## config.mk

```make
export PLATFORM = sky130hd
export DESIGN_NAME = multicycle_control_unit
export DESIGN_NICKNAME = d
export VERILOG_FILES = /design/src/rtl/mcu_pkg.sv /design/src/rtl/mcu_decoder.sv /design/src/rtl/multicycle_control_unit.sv
export SDC_FILE = /design/constraint.sdc
export NUM_CORES = 1
export LEC_CHECK = 0
export ABC_AREA = 1
export BUFFER_PORTS_ARGS = -buffer_cell sky130_fd_sc_hd__buf_2
export CORE_UTILIZATION = 40
export DETAILED_ROUTE_END_ITERATION = 12
export GPL_ROUTABILITY_DRIVEN = 0
export PLACE_DENSITY = 0.74
export SYNTH_ARGS = -nofsm -noshare
export SYNTH_HDL_FRONTEND = slang
export SYNTH_SLANG_ARGS = --single-unit
```

## constraint.sdc

```tcl
create_clock -name clk -period 1.9 [get_ports clk]
set_input_delay 0.19 -clock clk [delete_from_list [all_inputs] [get_ports clk]]
set_output_delay 0.19 -clock clk [all_outputs]
set_load 0.005 [all_outputs]
```

## src/rtl/mcu_pkg.sv

```systemverilog
// mcu_pkg: shared encodings for the multi-cycle control unit (opcodes, funct3,
// ALU control codes, memory size codes, FSM state and instruction class types).
package mcu_pkg;
    localparam logic [6:0] OP_ADD  = 7'b0110011;
    localparam logic [6:0] OP_ANDI = 7'b0010011;
    localparam logic [6:0] OP_BNE  = 7'b1100011;
    localparam logic [6:0] OP_SH   = 7'b0100011;
    localparam logic [6:0] OP_LH   = 7'b0000011;

    localparam logic [2:0] F3_ADD  = 3'b000;
    localparam logic [2:0] F3_ANDI = 3'b111;
    localparam logic [2:0] F3_BNE  = 3'b001;
    localparam logic [2:0] F3_SH   = 3'b001;
    localparam logic [2:0] F3_LH   = 3'b001;

    localparam logic [3:0] ALU_ADD = 4'b0000;
    localparam logic [3:0] ALU_AND = 4'b0010;
    localparam logic [3:0] ALU_CMP = 4'b1111;

    localparam logic [1:0] MSZ_WORD = 2'b00;
    localparam logic [1:0] MSZ_HALF = 2'b01;

    typedef enum logic [2:0] {
        S_RESET, S_FETCH, S_DECODE, S_EXEC, S_MEM, S_WB, S_FAULT
    } state_t;

    typedef enum logic [2:0] {
        C_ADD, C_ANDI, C_BNE, C_SH, C_LH
    } instr_cls_t;
endpackage

```

## src/rtl/mcu_decoder.sv

```systemverilog
// mcu_decoder: maps {opcode, funct3} to an instruction class plus an illegal flag.
module mcu_decoder
    import mcu_pkg::*;
(
    input  logic [6:0] opcode,
    input  logic [2:0] funct3,
    output instr_cls_t cls,
    output logic       illegal
);
    logic is_add, is_andi, is_bne, is_sh, is_lh;

    always_comb begin
        is_add  = opcode == OP_ADD  && funct3 == F3_ADD;
        is_andi = opcode == OP_ANDI && funct3 == F3_ANDI;
        is_bne  = opcode == OP_BNE  && funct3 == F3_BNE;
        is_sh   = opcode == OP_SH   && funct3 == F3_SH;
        is_lh   = opcode == OP_LH   && funct3 == F3_LH;
        cls     = is_andi ? C_ANDI : is_bne ? C_BNE : is_sh ? C_SH : is_lh ? C_LH : C_ADD;
        illegal = !(is_add || is_andi || is_bne || is_sh || is_lh);
    end
endmodule

```

## src/rtl/multicycle_control_unit.sv

```systemverilog
// multicycle_control_unit: FETCH/DECODE/EXEC/MEM/WB sequencer with memory-wait timeout
// and illegal-instruction fault; retired-instruction counter when MCU_RETIRE_COUNT_EN is defined.
module multicycle_control_unit
    import mcu_pkg::*;
#(
    parameter int ALU_CTRL_W  = 4,
    parameter int MEM_TIMEOUT = 15,
    parameter int CNT_W       = 32
) (
    input  logic                  clk,
    input  logic                  rst_n,
    input  logic [6:0]            opcode,
    input  logic [2:0]            funct3,
    input  logic                  alu_zero,
    input  logic                  mem_ready,
    output logic                  ir_write,
    output logic                  pc_write,
    output logic                  pc_src,
    output logic                  reg_write,
    output logic                  mem_read,
    output logic                  mem_write,
    output logic [1:0]            mem_size,
    output logic                  alu_src_b,
    output logic                  mem_to_reg,
    output logic [ALU_CTRL_W-1:0] alu_control,
`ifdef MCU_RETIRE_COUNT_EN
    output logic [CNT_W-1:0]      retired,
`endif
    output logic                  fault
);
    localparam int WAIT_W = (MEM_TIMEOUT > 0) ? $clog2(MEM_TIMEOUT + 1) : 1;

    state_t            state_q, state_d;
    instr_cls_t        cls_q, cls_d, dec_cls;
    logic [WAIT_W-1:0] wait_q, wait_d;
    logic              dec_illegal, mem_phase, timeout;

    mcu_decoder u_dec (
        .opcode  (opcode),
        .funct3  (funct3),
        .cls     (dec_cls),
        .illegal (dec_illegal)
    );

    assign mem_phase = state_q == S_FETCH || state_q == S_MEM;
    // Completion beats the limit: timeout only fires while mem_ready is still low.
    assign timeout   = MEM_TIMEOUT != 0 && mem_phase && !mem_ready && wait_q == WAIT_W'(MEM_TIMEOUT);

    always_comb begin
        state_d = state_q;
        cls_d   = cls_q;
        case (state_q)
            S_RESET:  state_d = S_FETCH;
            S_FETCH:  state_d = mem_ready ? S_DECODE : timeout ? S_FAULT : S_FETCH;
            S_DECODE: begin
                cls_d   = dec_cls;
                state_d = dec_illegal ? S_FAULT : S_EXEC;
            end
            S_EXEC:   state_d = cls_q == C_BNE ? S_FETCH : (cls_q == C_SH || cls_q == C_LH) ? S_MEM : S_WB;
            S_MEM:    state_d = mem_ready ? (cls_q == C_SH ? S_FETCH : S_WB) : timeout ? S_FAULT : S_MEM;
            S_WB:     state_d = S_FETCH;
            default:  state_d = S_FAULT;
        endcase
        wait_d = state_d != state_q ? '0 : (mem_phase && !mem_ready) ? wait_q + 1'b1 : wait_q;
    end

    always_ff @(posedge clk or negedge rst_n) begin
        if (!rst_n) begin
            state_q <= S_RESET;
            cls_q   <= C_ADD;
            wait_q  <= '0;
        end else begin
            state_q <= state_d;
            cls_q   <= cls_d;
            wait_q  <= wait_d;
        end
    end

    assign ir_write    = state_q == S_FETCH && mem_ready;
    assign mem_read    = state_q == S_FETCH || (state_q == S_MEM && cls_q == C_LH);
    assign mem_write   = state_q == S_MEM && cls_q == C_SH;
    assign mem_size    = state_q == S_MEM ? MSZ_HALF : MSZ_WORD;
    assign alu_src_b   = state_q == S_MEM || (state_q == S_EXEC && cls_q != C_ADD && cls_q != C_BNE);
    assign alu_control = ALU_CTRL_W'(state_q != S_EXEC ? ALU_ADD : cls_q == C_BNE ? ALU_CMP : cls_q == C_ANDI ? ALU_AND : ALU_ADD);
    assign pc_write    = (state_q == S_EXEC && cls_q == C_BNE) || (state_q == S_MEM && cls_q == C_SH && mem_ready) || state_q == S_WB;
    assign pc_src      = state_q == S_EXEC && cls_q == C_BNE && !alu_zero;
    assign reg_write   = state_q == S_WB;
    assign mem_to_reg  = state_q == S_WB && cls_q == C_LH;
    assign fault       = state_q == S_FAULT;

`ifdef MCU_RETIRE_COUNT_EN
    logic [CNT_W-1:0] retired_q, retired_d;

    assign retired_d = retired_q + CNT_W'(pc_write);
    assign retired   = retired_q;

    always_ff @(posedge clk or negedge rst_n) begin
        if (!rst_n) retired_q <= '0;
        else        retired_q <= retired_d;
    end
`endif
endmodule
```

Word level (Yosys, flattened, before mapping)

Index checks and enable logic that the tools add are counted.

Bits in latches: 0
Input port bits: 14
Bits in read-only memories: 0
Output and inout bits: 15
Memory bits (writable): 0
Register bits after elaboration: 10
Word-level logic and storage cells: 77
Memories kept: 0

Shift-type cells: 0
Add/sub/neg operators: 1
Bitwise operators: 0
Multiplexer cells: 19
$mul: 0
Reductions and logical operators: 33
Equality and inequality tests: 21
Div/mod/pow operators: 0
Magnitude comparators: 0

Operators by type and width:

| operator              | count |
|---|---|
| $mux W3               | 10 |
| $logic_and A1 B1 Y1   | 16 |
| $mux W4               | 4 |
| $eq A3 B3 Y1 const B  | 5 |
| $pmux W3 S5           | 1 |
| $eq A7 B6 Y1 const B  | 2 |
| $eq A3 B2 Y1 const B  | 4 |
| $logic_or A1 B1 Y1    | 10 |
| $eq A3 B1 Y1 const B  | 3 |
| $eq A7 B2 Y1 const B  | 1 |
| $eq A7 B5 Y1 const B  | 1 |
| $eq A7 B7 Y1 const B  | 1 |
| $logic_not A3 Y1      | 2 |
| $ne A3 B2 Y1 const B  | 2 |
| $add A4 B1 Y4 const B | 1 |
| $eq A4 B4 Y1 const B  | 1 |
| $mux W2               | 2 |
| $ne A3 B3 Y1          | 1 |
| $reduce_bool A3 Y1    | 1 |
| $logic_not A1 Y1      | 2 |
| $mux W1               | 2 |
| $reduce_bool A2 Y1    | 1 |
| $reduce_or A2 Y1      | 1 |

Logic depth before layout (Yosys ltp)

Gate-level depths: netlist of the first run.

Depth after elaboration: 10
Mapped depth: 12
Depth with buffers taken out: 12

Hierarchy

Synthesis of the first run repeated with hierarchy kept, for this count alone.

Cell total of the unflattened synthesis: 158
Area, all modules: 1,023.5 µm²

Modules (own cells, without submodules):

| module                  | cells each | area each (µm²) | times used | seq. area each (µm²) |
|---|---|---|---|---|
| multicycle_control_unit | 126        | 867.1           | 1          | 250.2 |
| mcu_decoder             | 32         | 156.4           | 1          | 0.0 |

Least setup slack after synthesis of the first run

No wires, ideal clock.

Kind: register -> register
Start point: reg state_q[0]
End point: reg wait_q[2]
Stages on the path, launching flop included: 12
Arrival: 1.298 ns
Buffers on the path: 1
Library setup time: 0.120 ns
Data required time: 1.780 ns
Period minus slack after synthesis: 1.418 ns
Path slack: 0.482 ns
Cell sequence: dfrtp_1 -> buf_6 -> nor2_2 -> nand2_2 -> nand2_2 -> nand3_2 -> o21ai_0 -> inv_1 -> nand3_1 -> nand2_1 -> nand3_2 -> nor2_1

Word-level cells in the longest chain between the ends: 9
Elaborated cells on any way between the ends: 18
Classes of those cells: 6 x eq/ne; 6 x mux; 6 x reduce/logical

RTL lines:

| element                                       | line                                                         | text |
|---|---|---|
| start: declaration                            | multicycle_control_unit.sv:33                                | `state_t state_q, state_d;` |
| start signal: assignment                      | multicycle_control_unit.sv:73                                | `state_q <= state_d;` |
| $eq A3 B1 Y1 or $eq A3 B3 Y1 (tied branches)  | multicycle_control_unit.sv:45, multicycle_control_unit.sv:52 |  |
| $logic_or A1 B1 Y1                            | multicycle_control_unit.sv:45                                | `assign mem_phase = state_q == S_FETCH \|\| state_q == S_MEM;` |
| $logic_and A1 B1 Y1                           | multicycle_control_unit.sv:47, multicycle_control_unit.sv:64 |  |
| $logic_and A1 B1 Y1                           | multicycle_control_unit.sv:47                                | `assign timeout = MEM_TIMEOUT != 0 && mem_phase && !mem_ready && wait_q == WAIT_W'(MEM_TIMEOUT);` |
| $mux W3 or $mux W2 (tied branches)            | multicycle_control_unit.sv:54, multicycle_control_unit.sv:60 |  |
| $mux W3 (on tied branches)                    | multicycle_control_unit.sv:54, multicycle_control_unit.sv:60 |  |
| $pmux W3 S5                                   | multicycle_control_unit.sv:52                                | `case (state_q)` |
| $ne A3 B3 Y1                                  | multicycle_control_unit.sv:64                                | `wait_d = state_d != state_q ? '0 : (mem_phase && !mem_ready) ? wait_q + 1'b1 : wait_q;` |
| $mux W4 or $reduce_bool A2 Y1 (tied branches) | --                                                           |  |
| end signal: assignment                        | multicycle_control_unit.sv:75                                | `wait_q <= wait_d;` |
| end: declaration                              | multicycle_control_unit.sv:35                                | `logic [WAIT_W-1:0] wait_q, wait_d;` |

Parallel ways exist; a longest one is shown, timed or not.
A chain may end at the register's enable or synchronous reset.

Worst setup path after layout of the first run

Start point: reg state_q[2]
End point: out pc_src

Word-level cells in the longest chain between the ends: 3

RTL lines:

| element                          | line                          | text |
|---|---|---|
| $eq A3 B2 Y1                     | multicycle_control_unit.sv:86 | `assign pc_src = state_q == S_EXEC && cls_q == C_BNE && !alu_zero;` |
| $logic_and A1 B1 Y1 (2 in a row) | multicycle_control_unit.sv:86 |  |
| end: declaration                 | multicycle_control_unit.sv:18 | `output logic pc_src,` |

No other way between the ends.

==> out/metrics.cfg, run 1 <==
[critical_path]
rr_endpoint=wait_q[0]
worst_ep_arrival_time_ns=1.51
crit_required_ns=1.71
start_kind=flop
r2r_start=state_q[0]
worst-r2r-cell-count=10
cp-end-kind=primary output
crit_path_max_fanout=7
criticalPathCategory=reg -> out
rrSetupSlack_ns=0.33

[global_route]
antenna_found_initial=0
grt_max_degree=11
grt_pass1_wl_um=2930
grt_usage=0.157
overflow=0
first_global_vias=729

[run_status]
outcome=complete, no violations

[sta]
rsz0062_at_grt=no
finalHoldViolCount=0
max_freq_mhz=587
setup_viol=0
fin_crit_ns=1.70
finalSetupTns_ns=0
drv_slew=0
timing.final.crit_share=0.897
fin_skew_ns=0.00503

[placed_design]
portBuffers=27
hpwlAfterDp_um=1490

[cts]
clk-insertion-delay-late_ns=0.25
h-tree-depth=1
cts_num_sinks=10
clock_path_buffers=2
tritoncts=built
numCtsBuffers=3
cts.clk_slew.worst_paths_ns=0.06
cts-root-buf=clkbuf_4

[drt]
finalWirelength_um=1760
drtIter0Drc=13
drc=0
post_drt_wl_per_cell_um=9.32
vias_per_cell=4.63
ant_nets=0
dr_total_vias=876
dr.pass1.iters=4

[synth]
synth_cell_types=28
syn_avg_cell_area_um2=6.44
syn_inst=135
yosysWarnings=0
synth_nets=150
yosysSeqAreaShare=0.288
ys_ff_latch=10
netlist_area_um2=870

[hold_path]
min_from=opcode[5]
hold_path.class=in -> reg
holdPathEnd=cls_q[2]
whs_path_depth=4

[floorplanning]
start_util=0.434
fp.dieH_um=48.6
dieWidth_um=48.6
floorplan.rows=16
pin_count=29
dieArea_um2=2360
core-area_um2=2000

[finish]
fin_nets=179
syn_to_final_growth_pct=19.3
nFillCells=208
final_core_util=0.518
seq_area_um2=250
multi_input_area_um2=507
antennaDiodeCount=0
drive_gt1_frac=0.284

[power_and_ir_drop]
vdd_drop_max_uv=199
power_density_nw_per_um2=365
leakage_nw=0.584

[run]
drv_cap=0

[cells in the final DEF (no fill, tap or decap), types with 2 or more instances in the layout]
cell      Yosys  routed
buf_2         0      27
clkbuf_4      0       3
dfrtp_1      10      10
inv_1        16      16
inv_2         4       4
nand2_1      31      31
nand2_2       3       3
nand3_1       8       8
nand3_2       5       5
nand4_1       3       3
nor2_1       27      27
o21ai_0       4       4
o21ai_1       3       3
o22ai_1       2       2
xor2_1        2       2
[layout make-up]
type	count	area share
multi-input cells	100	0.489
well taps	27	0.0326
repair buffers	28	0.140
clock buffers	3	0.0217
inverters	21	0.0760
flip-flops and latches	10	0.241
[registers in the layout, summed over array words and instances (netlist names)]
register / cells
state_q: 3
cls_q: 3
wait_q: 4
[worst max-delay path, cell delays in order (launching register included)]
cell,delay [ns]
dfrtp_1,0.47
inv_2,0.15
nand3_2,0.13
nor2_1,0.22
inv_1,0.09
nor2_1,0.09
buf_2,0.11
[synth_stat cells]
cell type / count / area (µm²)
o21ai_1: 3 / 15.0
nand2_2: 3 / 18.8
nand2_1: 31 / 116
a21boi_2: 1 / 11.3
clkinv_1: 1 / 3.75
buf_4: 3 / 22.5
nand3_2: 5 / 50.1
o21ai_0: 4 / 20.0
nand3_1: 8 / 40.0
or2_1: 1 / 6.26
inv_2: 4 / 15.0
xor2_1: 2 / 17.5
nor3_2: 1 / 10.0
xnor2_1: 1 / 8.76
nor2_1: 27 / 101
ha_1: 1 / 12.5
inv_1: 16 / 60.1
nand4_1: 3 / 18.8
conb_1: 1 / 3.75
o22a_1: 1 / 8.76
nor2_2: 1 / 6.26
o22ai_1: 2 / 12.5
buf_6: 1 / 11.3
nor3_1: 1 / 5.00
a21oi_2: 1 / 8.76
dfrtp_1: 10 / 250
o21a_1: 1 / 7.51
o31ai_1: 1 / 7.51
[report_power, final]
part	total, mW	internal (mW)	leakage [nW]	switching [mW]
logic	0.0342	0.0149	0.451	0.0193
registers	0.213	0.213	0.119	0
clock network	0.132	0.0724	0.0138	0.0592
total	0.379	0.300	0.584	0.0785
[cell families after synthesis]
group	share of synthesized area
flip-flops	0.288
XOR/XNOR	0.0302
other	0.00431
AND/OR/NAND/NOR	0.429
buffers and inverters	0.129
adder cells (fa/ha/maj)	0.0144
AO/OA/AOI/OAI	0.105
[stage by stage]
step	setup WS, ns	hold WS (ns)	instances	cell area, µm²	total power, mW
2_1_floorplan	0.482	-0.106	135	870	0.229
3_3_place_gp	0.392	0.0528	185	1000	0.248
3_5_place_dp	0.326	0.0574	185	1000	0.250
4_1_cts	0.181	0.275	189	1040	0.384
5_1_grt	0.0479	0.307	189	1040	0.406
6_report	0.195	0.278	189	1040	0.379
[repair_timing]
item | 4_1_cts | 5_1_grt
gates resized for setup | 0 | 0
hold endpoints to repair | 10 | 0
hold buffers | 1 | 0
setup buffers | 0 | 0
[metal layers]
| metal | part of all wire | track usage |
|---|---|---|
| met5 | 0 | 0 |
| met1 | 0.49 | 0.198 |
| met4 | 0.0051 | 0.0588 |
| met3 | 0.050 | 0.0189 |
| met2 | 0.46 | 0.273 |
[worst max-delay path by stage]
stage	start	endpoint	slack, ns
2_1_floorplan	state_q[0]	wait_q[2]	0.48
3_3_place_gp	state_q[0]	wait_q[0]	0.39
3_5_place_dp	state_q[0]	wait_q[0]	0.33
4_1_cts	state_q[2]	pc_src	0.18
5_1_grt	state_q[2]	pc_src	0.05
6_report	state_q[2]	pc_src	0.20
(Power assumes the default switching activity.)
==> inputs of run 2 (changes only) <==
--- a/config.mk
+++ b/config.mk
@@ -7,10 +7,11 @@
 export LEC_CHECK = 0
 export ABC_AREA = 1
 export BUFFER_PORTS_ARGS = -buffer_cell sky130_fd_sc_hd__buf_2
-export CORE_UTILIZATION = 40
+export CORE_UTILIZATION = 49
 export DETAILED_ROUTE_END_ITERATION = 12
 export GPL_ROUTABILITY_DRIVEN = 0
-export PLACE_DENSITY = 0.74
+export PLACE_DENSITY = 0.86
+export RECOVER_POWER = 100
 export SYNTH_ARGS = -nofsm -noshare
 export SYNTH_HDL_FRONTEND = slang
 export SYNTH_SLANG_ARGS = --single-unit
==> out/metrics.cfg, run 2 (synthesis gave the netlist of run 1 again) <==
[floorplanning]
core-area_um2=1580
floorplan.rows=14
pin_count=29
dieArea_um2=1950
start_util=0.552
dieWidth_um=44.1
fp.dieH_um=44.1

[finish]
nFillCells=153
biggestRegsByFlops=wait_q: 4 flops, cls_q: 3 flops, state_q: 3 flops
antennaDiodeCount=0
mostFrequentLayoutCells=32 x nand2_1, 28 x nor2_1, 17 x buf_2, 16 x inv_1, 10 x dfrtp_1
syn_to_final_growth_pct=17.6
final_common_cell=nand2_1
multi_input_area_um2=502
regMostFlops=wait_q
seq_area_um2=250
drive_gt1_frac=0.227
fin_nets=179
design_area_um2=1020
largest_reg_flops=4

[drt]
drc=0
drtIter0Drc=21
dr.pass1.iters=7
drt-met1-wl_um=860
wl_met3_um=80
dr_total_vias=901
ant_nets=0
highest_layer=met4
finalWirelength_um=1740
wl_met2_um=771
vias_per_cell=5.03
post_drt_wl_per_cell_um=9.70

[critical_path]
crit_path_max_fanout=7
criticalPathCategory=reg -> out
worst_ep_arrival_time_ns=1.50
rr_endpoint=wait_q[0]
crit_required_ns=1.71
start_kind=flop
rrSetupSlack_ns=0.23
worst-r2r-cell-count=10
cp-end-kind=primary output
r2r_start=state_q[0]

[sta]
max_freq_mhz=590
finalHoldViolCount=0
timing.final.crit_share=0.891
worst_slew_pin_slew_ns=0.523
drv_slew=0
setup_viol=0
slew_headroom=0.652
setup_ws_ns=0.206
rsz0062_at_grt=no
finalSetupTns_ns=0
timing.hold.ws_ns=0.278
fin_skew_ns=0.00396
fin_crit_ns=1.69

[power_and_ir_drop]
leakage_nw=0.558
power_density_nw_per_um2=422
vdd_drop_max_uv=333
total_power_mw=0.431

[cts]
clock_path_buffers=2
clk-insertion-delay-late_ns=0.26
cts_num_sinks=10
cts-root-buf=clkbuf_4
cts.clk_slew.worst_paths_ns=0.06
h-tree-depth=1
cts_setup_buffers=0
tritoncts=built
numCtsBuffers=3

[global_route]
overflow=0
grt_pass1_wl_um=2910
grt_max_degree=11
antenna_found_initial=0
first_global_vias=747
grt_usage=0.199

[placed_design]
portBuffers=27
hpwlAfterDp_um=1450
dpl_cell_area_um2=991
pre_cts_slack_ns=0.316

[hold_path]
hold_path.class=in -> reg
min_from=opcode[4]
holdPathEnd=cls_q[2]
whs_path_depth=4

[run]
drv_cap=0

[run_status]
outcome=complete, no violations

-- run 2: critical path: stages, from the launching register on --
cell      delay, ns
dfrtp_1        0.46
inv_2          0.14
nand3_2        0.13
nor2_1         0.23
inv_1          0.08
nor2_1         0.08
clkbuf_1       0.11
-- run 2: timing repair --
| item | CTS | global route |
|---|---|---|
| hold endpoints to repair | 10 | 0 |
| gates resized for setup | 0 | 0 |
| hold buffers | 1 | 0 |
-- run 2: worst max path at each step --
| stage | startpoint | endpoint | cells after the start |
|---|---|---|---|
| 3_3_place_gp | state_q[0] | wait_q[2] | 10 |
| 3_5_place_dp | state_q[0] | wait_q[3] | 10 |
| 5_1_grt | state_q[0] | wait_q[0] | 10 |
| 4_1_cts | state_q[2] | pc_src | 6 |
| 6_report | state_q[2] | pc_src | 6 |
| 2_1_floorplan | state_q[0] | wait_q[2] | 11 |
-- run 2: stage by stage --
stage                     utilization  instances
after global routing            0.648        179
after CTS                       0.658        179
final                           0.648        179
after floorplan                     -        135
after global placement          0.629        174
after detailed placement        0.629        174
-- run 2: power by group --
part	switching, mW	internal [mW]	leakage [nW]
Combinational	0.0194	0.0146	0.418
Sequential	0	0.213	0.119
Clock	0.0684	0.116	0.0210
-- run 2: metal layers --
metal	track usage	vias to the layer above
met2	0.315	29
met3	0.0286	4
met5	0	-
met1	0.273	391
li1	-	477
met4	0.0848	0
-- run 2: area by class of cell --
cell class / count / area share
clock buffers: 4 / 0.0355
inverters: 21 / 0.0771
multi-input cells: 100 / 0.491
flip-flops and latches: 10 / 0.245
well taps: 16 / 0.0196
repair buffers: 28 / 0.132
==> inputs of run 3 (changes only) <==
--- a/config.mk
+++ b/config.mk
@@ -6,11 +6,11 @@
 export NUM_CORES = 1
 export LEC_CHECK = 0
 export ABC_AREA = 1
-export BUFFER_PORTS_ARGS = -buffer_cell sky130_fd_sc_hd__buf_2
-export CORE_UTILIZATION = 49
+export CORE_UTILIZATION = 61
 export DETAILED_ROUTE_END_ITERATION = 12
+export DONT_BUFFER_PORTS = 1
 export GPL_ROUTABILITY_DRIVEN = 0
-export PLACE_DENSITY = 0.86
+export PLACE_DENSITY = 0.85
 export RECOVER_POWER = 100
 export SYNTH_ARGS = -nofsm -noshare
 export SYNTH_HDL_FRONTEND = slang
==> out/metrics.cfg, run 3 (synthesis gave the netlist of run 1 again) <==
[critical_path]
cp-end-kind=flop
criticalPathCategory=reg -> reg
crit_path_max_fanout=9
worst_ep_arrival_time_ns=1.84
crit_required_ns=2.04
start_kind=flop

[cts]
h-tree-depth=1
cts_setup_buffers=0
tritoncts=built
clk-insertion-delay-late_ns=0.26
cts-root-buf=clkbuf_4
cts_num_sinks=10
numCtsBuffers=3
clock_path_buffers=2
cts.clk_slew.worst_paths_ns=0.07

[floorplanning]
pin_count=29
floorplan.rows=13
dieArea_um2=1580
core-area_um2=1320
start_util=0.660
dieWidth_um=39.8
fp.dieH_um=39.8

[placed_design]
portBuffers=0
place_inst=146
hpwlAfterDp_um=1350

[power_and_ir_drop]
power_density_nw_per_um2=461
total_power_mw=0.413
vdd_drop_max_uv=343
leakage_nw=0.466

[sta]
finalSetupTns_ns=0
timing.final.crit_share=0.895
setup_viol=0
max_freq_mhz=588
drv_slew=0
rsz0062_at_grt=no
fin_skew_ns=0.00504
fin_crit_ns=1.70
finalHoldViolCount=0

[run]
drv_cap=0

[finish]
final_core_util=0.680
final_common_cell=nand2_1
regMostFlops=wait_q
mostFrequentLayoutCells=33 x nand2_1, 27 x nor2_1, 16 x inv_1, 10 x dfrtp_1, 8 x nand3_1
fin_nets=152
seq_area_um2=250
nFillCells=110
antennaDiodeCount=0
final_cells=151
biggestRegsByFlops=wait_q: 4 flops, cls_q: 3 flops, state_q: 3 flops
syn_to_final_growth_pct=3.02
largest_reg_flops=4
drive_gt1_frac=0.132
multi_input_area_um2=502

[drt]
ant_nets=0
drc=0
dr_total_vias=821
post_drt_wl_per_cell_um=10.9
dr.pass1.iters=4
finalWirelength_um=1650
vias_per_cell=5.44
drtIter0Drc=8

[global_route]
grt_usage=0.243
grt_max_degree=11
antenna_found_initial=0
grt_pass1_wl_um=2510
first_global_vias=655
overflow=0

[run_status]
outcome=complete, no violations

[hold_path]
hold_path.class=in -> reg

[run 3: changes by cell type in the layout (fill, tap and decap cells not counted)]
cell and delta:
nor2_1 -1, buf_1 -1, clkbuf_1 -7, nand2_2 -1, nand2_1 +1, buf_2 -17, nor2_2 +1, clkbuf_2 -2
[run 3: timing repair]
action	in CTS	in global routing
resized for setup	0	1
setup endpoints to repair	0	1
hold buffers	1	0
hold endpoints to repair	10	0
[run 3: area by class of cell]
cell class / instances / share of cell area
clock buffer: 4 / 0.0405
multi-input combinational: 100 / 0.560
sequential: 10 / 0.279
tap: 15 / 0.0209
inverter: 21 / 0.0880
timing repair buffer: 1 / 0.0112
[run 3: worst max-delay path, cell delays in order (launching register included)]
cell and delay (ns):
dfrtp_1 0.49, nor2_1 0.17, nand2_1 0.15, nand2_1 0.16
nand3_2 0.09, o21ai_0 0.16, inv_1 0.08, nand3_1 0.07
nand2_1 0.06, nand3_2 0.11, nor2_1 0.05
[run 3: layer usage]
metal | share of wire | vias up | wire length, µm | GRT usage
li1 | - | 424 | - | -
met1 | 0.46 | 359 | 758 | 0.278
met3 | 0.057 | 2 | 93 | 0.0170
met2 | 0.47 | 36 | 780 | 0.451
met4 | 0.0073 | 0 | 12 | 0.103
met5 | 0 | - | 0 | 0
[run 3: worst paths after layout]
check	start	end	slack, ns	cells past startpoint
setup / recovery	state_q[0]	wait_q[0]	0.20	10
hold / removal	opcode[4]	cls_q[1]	0.15	3
setup reg to reg	state_q[0]	wait_q[0]	0.20	10
hold reg to reg	wait_q[3]	wait_q[3]	0.57	2
max in group asynchronous	rst_n	wait_q[3]	1.28	1
min in group asynchronous	rst_n	cls_q[0]	0.31	1
[run 3: through the flow]
step	setup WS [ns]	hold WS, ns	area (µm²)
6_report	0.200	0.153	896
5_1_grt	0.0376	0.152	896
4_1_cts	0.140	0.150	901
3_5_place_dp	0.306	-0.105	855
3_3_place_gp	0.395	-0.105	855
2_1_floorplan	0.482	-0.106	870
[run 3: report_power, final]
group	total, mW	internal (mW)	switching [mW]
clock	0.183	0.116	0.0668
combinational	0.0177	0.00583	0.0118
sequential	0.213	0.213	0
